File: config.mk
export PLATFORM = sky130hd
export DESIGN_NAME = hex_7seg_scan_driver
export DESIGN_NICKNAME = d
export VERILOG_FILES = /design/src/rtl/hex_7seg_scan_driver.sv
export SDC_FILE = /design/constraint.sdc
export NUM_CORES = 1
export LEC_CHECK = 0
export CAP_MARGIN = 20
export CORE_MARGIN = 2
export CORE_UTILIZATION = 53
export CTS_BUF_LIST = sky130_fd_sc_hd__clkbuf_16
export DETAILED_ROUTE_END_ITERATION = 8
export GPL_ROUTABILITY_DRIVEN = 0
export PLACE_DENSITY = 0.82
export SYNTH_ARGS = -nofsm -noshare
export SYNTH_HDL_FRONTEND = slang
export SYNTH_SLANG_ARGS = --single-unit
File: constraint.sdc
create_clock -name i_clk -period 2.4 [get_ports i_clk]
set_input_delay 0.36 -clock i_clk [delete_from_list [all_inputs] [get_ports i_clk]]
set_output_delay 0.36 -clock i_clk [all_outputs]
set_load 0.005 [all_outputs]
File: src/rtl/hex_7seg_scan_driver.sv
// -----------------------------------------------------------------------------
// hex_7seg_scan_driver
//
// Time-multiplexed driver for an N-digit seven-segment display with shared
// segment lines. A hexadecimal value is captured on i_load into a display
// register. The driver then scans one digit per refresh period. For each digit
// it drives a one-hot active-high digit enable and that digit's decoded
// segments. All outputs are registered. o_an and o_seg always update on the
// same edge, so a digit is never enabled with another digit's segments.
//
// Parameters:
//   N_DIGITS     number of digits scanned (1..8)
//   REFRESH_DIV  clock cycles each digit stays enabled (>= 2)
//
// Ports:
//   i_clk     system clock, rising edge
//   i_rst_n   asynchronous active-low reset
//   i_value   4*N_DIGITS hex value; nibble k drives digit k
//   i_load    capture i_value into the display register at this edge
//   o_seg     segments {a,b,c,d,e,f,g}, bit 6 = a, 1 = lit
//   o_an      one-hot digit enable, bit k = digit k
//   o_frame   one-cycle pulse when the scan wraps back to digit 0
//
// Build option:
//   LEADING_ZERO_BLANK_EN  when defined, digit k (k >= 1) is blanked while
//                          nibbles k..N_DIGITS-1 are all zero. Digit 0 is
//                          never blanked.
// -----------------------------------------------------------------------------
module hex_7seg_scan_driver #(
  parameter int N_DIGITS    = 4,
  parameter int REFRESH_DIV = 1000
) (
  input  logic                    i_clk,
  input  logic                    i_rst_n,
  input  logic [4*N_DIGITS-1:0]   i_value,
  input  logic                    i_load,
  output logic [6:0]              o_seg,
  output logic [N_DIGITS-1:0]     o_an,
  output logic                    o_frame
);

  localparam int CNT_W = (REFRESH_DIV > 1) ? $clog2(REFRESH_DIV) : 1;
  localparam int IDX_W = (N_DIGITS > 1) ? $clog2(N_DIGITS) : 1;
  localparam logic [CNT_W-1:0] CNT_LAST = CNT_W'(REFRESH_DIV - 1);
  localparam logic [IDX_W-1:0] IDX_LAST = IDX_W'(N_DIGITS - 1);

  logic [4*N_DIGITS-1:0] r_disp;
  logic [CNT_W-1:0]      r_cnt;
  logic [IDX_W-1:0]      r_idx;
  logic                  r_run;
  logic [6:0]            r_seg;
  logic [N_DIGITS-1:0]   r_an;
  logic                  r_frame;

  logic [3:0]            w_nib;
  logic [N_DIGITS-1:0]   w_an;
  logic                  w_blank;
  logic                  w_upper_zero;
  logic [6:0]            w_seg;

  function automatic logic [6:0] f_decode(input logic [3:0] nib);
    logic [6:0] seg;
    case (nib)
      4'h0:    seg = 7'b1111110;
      4'h1:    seg = 7'b0110000;
      4'h2:    seg = 7'b1101101;
      4'h3:    seg = 7'b1111001;
      4'h4:    seg = 7'b0110011;
      4'h5:    seg = 7'b1011011;
      4'h6:    seg = 7'b1011111;
      4'h7:    seg = 7'b1110000;
      4'h8:    seg = 7'b1111111;
      4'h9:    seg = 7'b1111011;
      4'hA:    seg = 7'b1110111;
      4'hB:    seg = 7'b0011111;
      4'hC:    seg = 7'b1001110;
      4'hD:    seg = 7'b0111101;
      4'hE:    seg = 7'b1001111;
      default: seg = 7'b1000111;
    endcase
    return seg;
  endfunction

  // Select the nibble and enable of the digit currently indexed.
  always_comb begin
    w_nib = 4'h0;
    w_an  = '0;
    for (int k = 0; k < N_DIGITS; k++) begin
      if (r_idx == IDX_W'(k)) begin
        w_nib   = r_disp[4*k +: 4];
        w_an[k] = 1'b1;
      end
    end
  end

  // Blank decision. Walking from the top digit down, w_upper_zero stays set
  // while every nibble so far is zero. The indexed digit is blanked if the
  // flag is still set when the walk reaches it. Digit 0 is never visited.
`ifdef LEADING_ZERO_BLANK_EN
  always_comb begin
    w_blank      = 1'b0;
    w_upper_zero = 1'b1;
    for (int k = N_DIGITS - 1; k >= 1; k--) begin
      w_upper_zero = w_upper_zero && (r_disp[4*k +: 4] == 4'h0);
      if ((r_idx == IDX_W'(k)) && w_upper_zero)
        w_blank = 1'b1;
    end
  end
`else
  always_comb begin
    w_blank      = 1'b0;
    w_upper_zero = 1'b0;
  end
`endif

  assign w_seg = w_blank ? 7'b0000000 : f_decode(w_nib);

  always_ff @(posedge i_clk or negedge i_rst_n) begin
    if (!i_rst_n) begin
      r_disp  <= '0;
      r_cnt   <= '0;
      r_idx   <= '0;
      r_run   <= 1'b0;
      r_seg   <= 7'b0000000;
      r_an    <= '0;
      r_frame <= 1'b0;
    end else begin
      r_run <= 1'b1;

      // Capture and scan advance are independent at the same edge, so a load
      // never costs a scan step.
      if (i_load)
        r_disp <= i_value;

      if (r_cnt == CNT_LAST) begin
        r_cnt <= '0;
        r_idx <= (r_idx == IDX_LAST) ? '0 : r_idx + IDX_W'(1);
      end else begin
        r_cnt <= r_cnt + CNT_W'(1);
      end

      // Outputs follow the pre-edge index and display register. An index of
      // 0 with a count of 0 means the scan has just wrapped. r_run suppresses
      // the first edge after reset, where o_an comes up from all-zero rather
      // than from the last digit.
      r_an    <= w_an;
      r_seg   <= w_seg;
      r_frame <= r_run && (r_cnt == '0) && (r_idx == '0);
    end
  end

  assign o_seg   = r_seg;
  assign o_an    = r_an;
  assign o_frame = r_frame;

endmodule

==> flow_metrics.py <==
metrics = {
    "power": {
        "peakVddDrop_mv": 0.551,
        "seq_power_share_pct": 44.4,
        "p_per_area_nw_per_um2": 688,
        "intPower_uw": 1350,
        "power.share.combinational_pct": 13.2,
        "clockPowerShare_pct": 42.5,
        "leakage_uw": 0.00108,
        "p_sw_uw": 375,
        "swShare_pct": 21.7,
        "total_power_uw": 1730,
    },
    "finish": {
        "num_antenna_cells": 0,
        "final_cells": 249,
        "area_growth_pct": 26.0,
        "final_core_util_pct": 69.0,
        "nets": 232,
        "nFillCells": 284,
        "drive_above_1_share_pct": 19.4,
    },
    "synth": {
        "yosysTopAreaCellShare_pct": 51.5,
        "async_reset_ff_share_pct": 100,
        "avgSynthCellArea_sq_um": 12.1,
        "yosysSeqAreaShare_pct": 51.5,
        "syn_area_sq_um": 1990,
        "synth-edff-count": 0,
        "ys_types": 43,
        "synth_area_leader_cell": "dfrtp_1",
        "synth_cells": 164,
        "ys_warn_count": 0,
        "synth.net_count": 196,
        "synth_flop_cell": "dfrtp_1",
        "synth.area.top_cells": "dfrtp_1, mux2_2, ha_1",
        "ys_ff_latch": 41,
    },
    "routing": {
        "wl_met2_um": 1890,
        "drtIter0Drc": 106,
        "wl_per_cell_um": 15.1,
        "viasPerCell": 5.56,
        "drc": 0,
        "wl_um": 3760,
        "wl_met1_um": 1580,
        "dr_total_vias": 1385,
        "dr_wl_met3_um": 168,
        "top_layer": "met4",
        "first_pass_iters": 4,
        "antenna_left": 0,
    },
    "place": {
        "port_buffers": 30,
        "hpwlAfterDp_um": 2800,
        "dp.cells": 241,
    },
    "cts": {
        "cts_htree_levels": 2,
        "clkTransAtPathRegs_ns": 0.06,
        "cts_resized": 0,
        "clock_path_buffers": 2,
        "cts_made_buffers": 5,
        "cts_root_buf": "clkbuf_16",
        "cts_sinks": 41,
        "postCtsSetupRepairBufs": 0,
        "clk-insertion-delay-late_ns": 0.28,
        "hold_buffers": 0,
        "tritoncts": "done",
    },
    "critical_path": {
        "criticalPathCategory": "reg -> reg",
        "cpPeakStageDelay_ns": 0.40,
        "worstPathArrival_ns": 2.41,
        "endpoint_kind": "flip-flop",
        "required_ns": 2.59,
        "crit_fanout": 6,
        "path_cells": "inv_1 -> ha_2 -> or2b_4 -> o221ai_2 -> inv_2 -> ha_1 -> mux2_1 -> a32oi_1",
        "critPathSlowestCell": "dfrtp_1",
        "cp-start-kind": "flip-flop",
    },
    "timing": {
        "hold_viol_final": 0,
        "skew_ns": 0.00311,
        "fmax_ghz": 0.449,
        "worst_pin_slew_ns": 0.872,
        "rsz0062_at_grt": "no",
        "setup_viol": 0,
        "period_needed_ns": 2.23,
        "drv_slew": 0,
        "post-route-period-util_pct": 92.8,
        "relSlewSlack_pct": 41.9,
        "finalSetupTns_ns": 0,
    },
    "die": {
        "dieHeight_um": 65.3,
        "io-pin-count": 31,
        "core_sq_um": 3630,
        "rows": 22,
        "die_area_sq_um": 4260,
        "die_x_um": 65.3,
        "start_util_pct": 54.8,
    },
    "grt": {
        "grt_usage_pct": 21.0,
        "grt_overflow_total": 0,
        "grt_pass1_wl_um": 6700,
        "antenna_found_initial": 0,
        "grt_max_degree": 42,
        "grt_pass1_vias": 1475,
    },
    "min_path": {
        "hp-class": "in -> async",
    },
    "run_status": {
        "status": "finished, final reports clean",
    },
    "flow_run": {
        "max_cap_viol_count": 0,
    },
}
==> layer usage <==
metal  global-route usage (%)  vias up
met2                     34.3       38
met5                        0        -
met1                     24.7      689
met3                     6.68       16
met4                     11.2        0
li1                         -      642
==> through the flow <==
stage / hold WS, ns / cell area, sq um / setup WS [ns]
finish: 0.194 / 2510 / 0.174
floorplan: 0.0644 / 1990 / 0.223
global placement: 0.474 / 2340 / 0.300
detailed placement: 0.483 / 2340 / 0.174
global route: 0.277 / 2510 / 0.0339
CTS: 0.225 / 2500 / 0.149
==> worst paths after layout <==
check	from	to	slack [ns]	depth (start not counted)
min in group i_clk	r_cnt[0]	r_cnt[0]	0.49	1
setup reg to reg	r_idx[0]	o_seg[5]	0.17	8
hold / removal	i_rst_n	r_disp[9]	0.19	1
hold reg to reg	r_cnt[0]	r_cnt[0]	0.49	1
setup / recovery	r_idx[0]	o_seg[5]	0.17	8
max in group asynchronous	i_rst_n	r_cnt[2]	1.66	1
==> cells by family (layout without fill, tap and decap cells) <==
| logic type | count (synthesis) | count (layout) | share of synthesized area [%] |
|---|---|---|---|
| flip-flops | 41 | 41 | 51.5 |
| AND/OR/NAND/NOR | 39 | 39 | 10.4 |
| AO/OA/AOI/OAI | 25 | 25 | 10.5 |
| multiplexers | 22 | 22 | 12.2 |
| buffers and inverters | 15 | 52 | 3.46 |
| adder cells (fa/ha/maj) | 13 | 13 | 8.17 |
| XOR/XNOR | 8 | 8 | 3.52 |
| other | 1 | 1 | 0.188 |
==> power groups by stage <==
stage	logic [uW]	clock network [uW]	registers (uW)
after global routing	249	782	770
final	227	733	765
after floorplan	116	0	772
after detailed placement	227	0	778
after global placement	214	0	776
after CTS	228	747	766
==> Yosys cell counts, types with 4 or more instances <==
library cell	n
dfrtp_1	41
mux2_2	15
ha_1	13
inv_1	10
nor2_1	10
nand2_1	9
nand3_1	6
o21ai_0	5
a21oi_1	4
mux2i_1	4
xnor2_1	4
xor2_1	4
==> cells in the final DEF (no fill, tap or decap), types with 5 or more instances in the layout <==
master / n
nor2_1: 10
nand3_1: 6
dfrtp_1: 41
inv_1: 10
clkdlybuf4s50_1: 29
nand2_1: 9
clkbuf_16: 5
mux2_2: 15
ha_1: 11
==> area by class of cell <==
cell class                      instances  area, sq um  share of cell area (%)
Clock inverter                          3         37.5                    1.50
Timing Repair Buffer                   33          318                    12.7
Tap cell                               48         60.1                    2.39
Inverter                               11         41.3                    1.65
Multi-Input combinational cell        108          901                    35.9
Clock buffer                            5          125                    4.99
Sequential cell                        41         1030                    40.9
==> worst max-delay path: cells and delay by family, from the launching register on <==
kind | cells | cell delay, ns
DFF | 1 | 0.40
buffers and inverters | 2 | 0.21
muxes | 1 | 0.30
AOI/OAI and AO/OA | 2 | 0.34
and+or+nand+nor | 1 | 0.31
adders and majority gates | 2 | 0.56
==> flip-flops by register name (all words and copies together), names as in the netlist <==
signal   flops
o_an         4
o_frame      1
o_seg        7
r_cnt       10
r_disp      16
r_idx        2
r_run        1
Power figures use the tool's default switching activity.
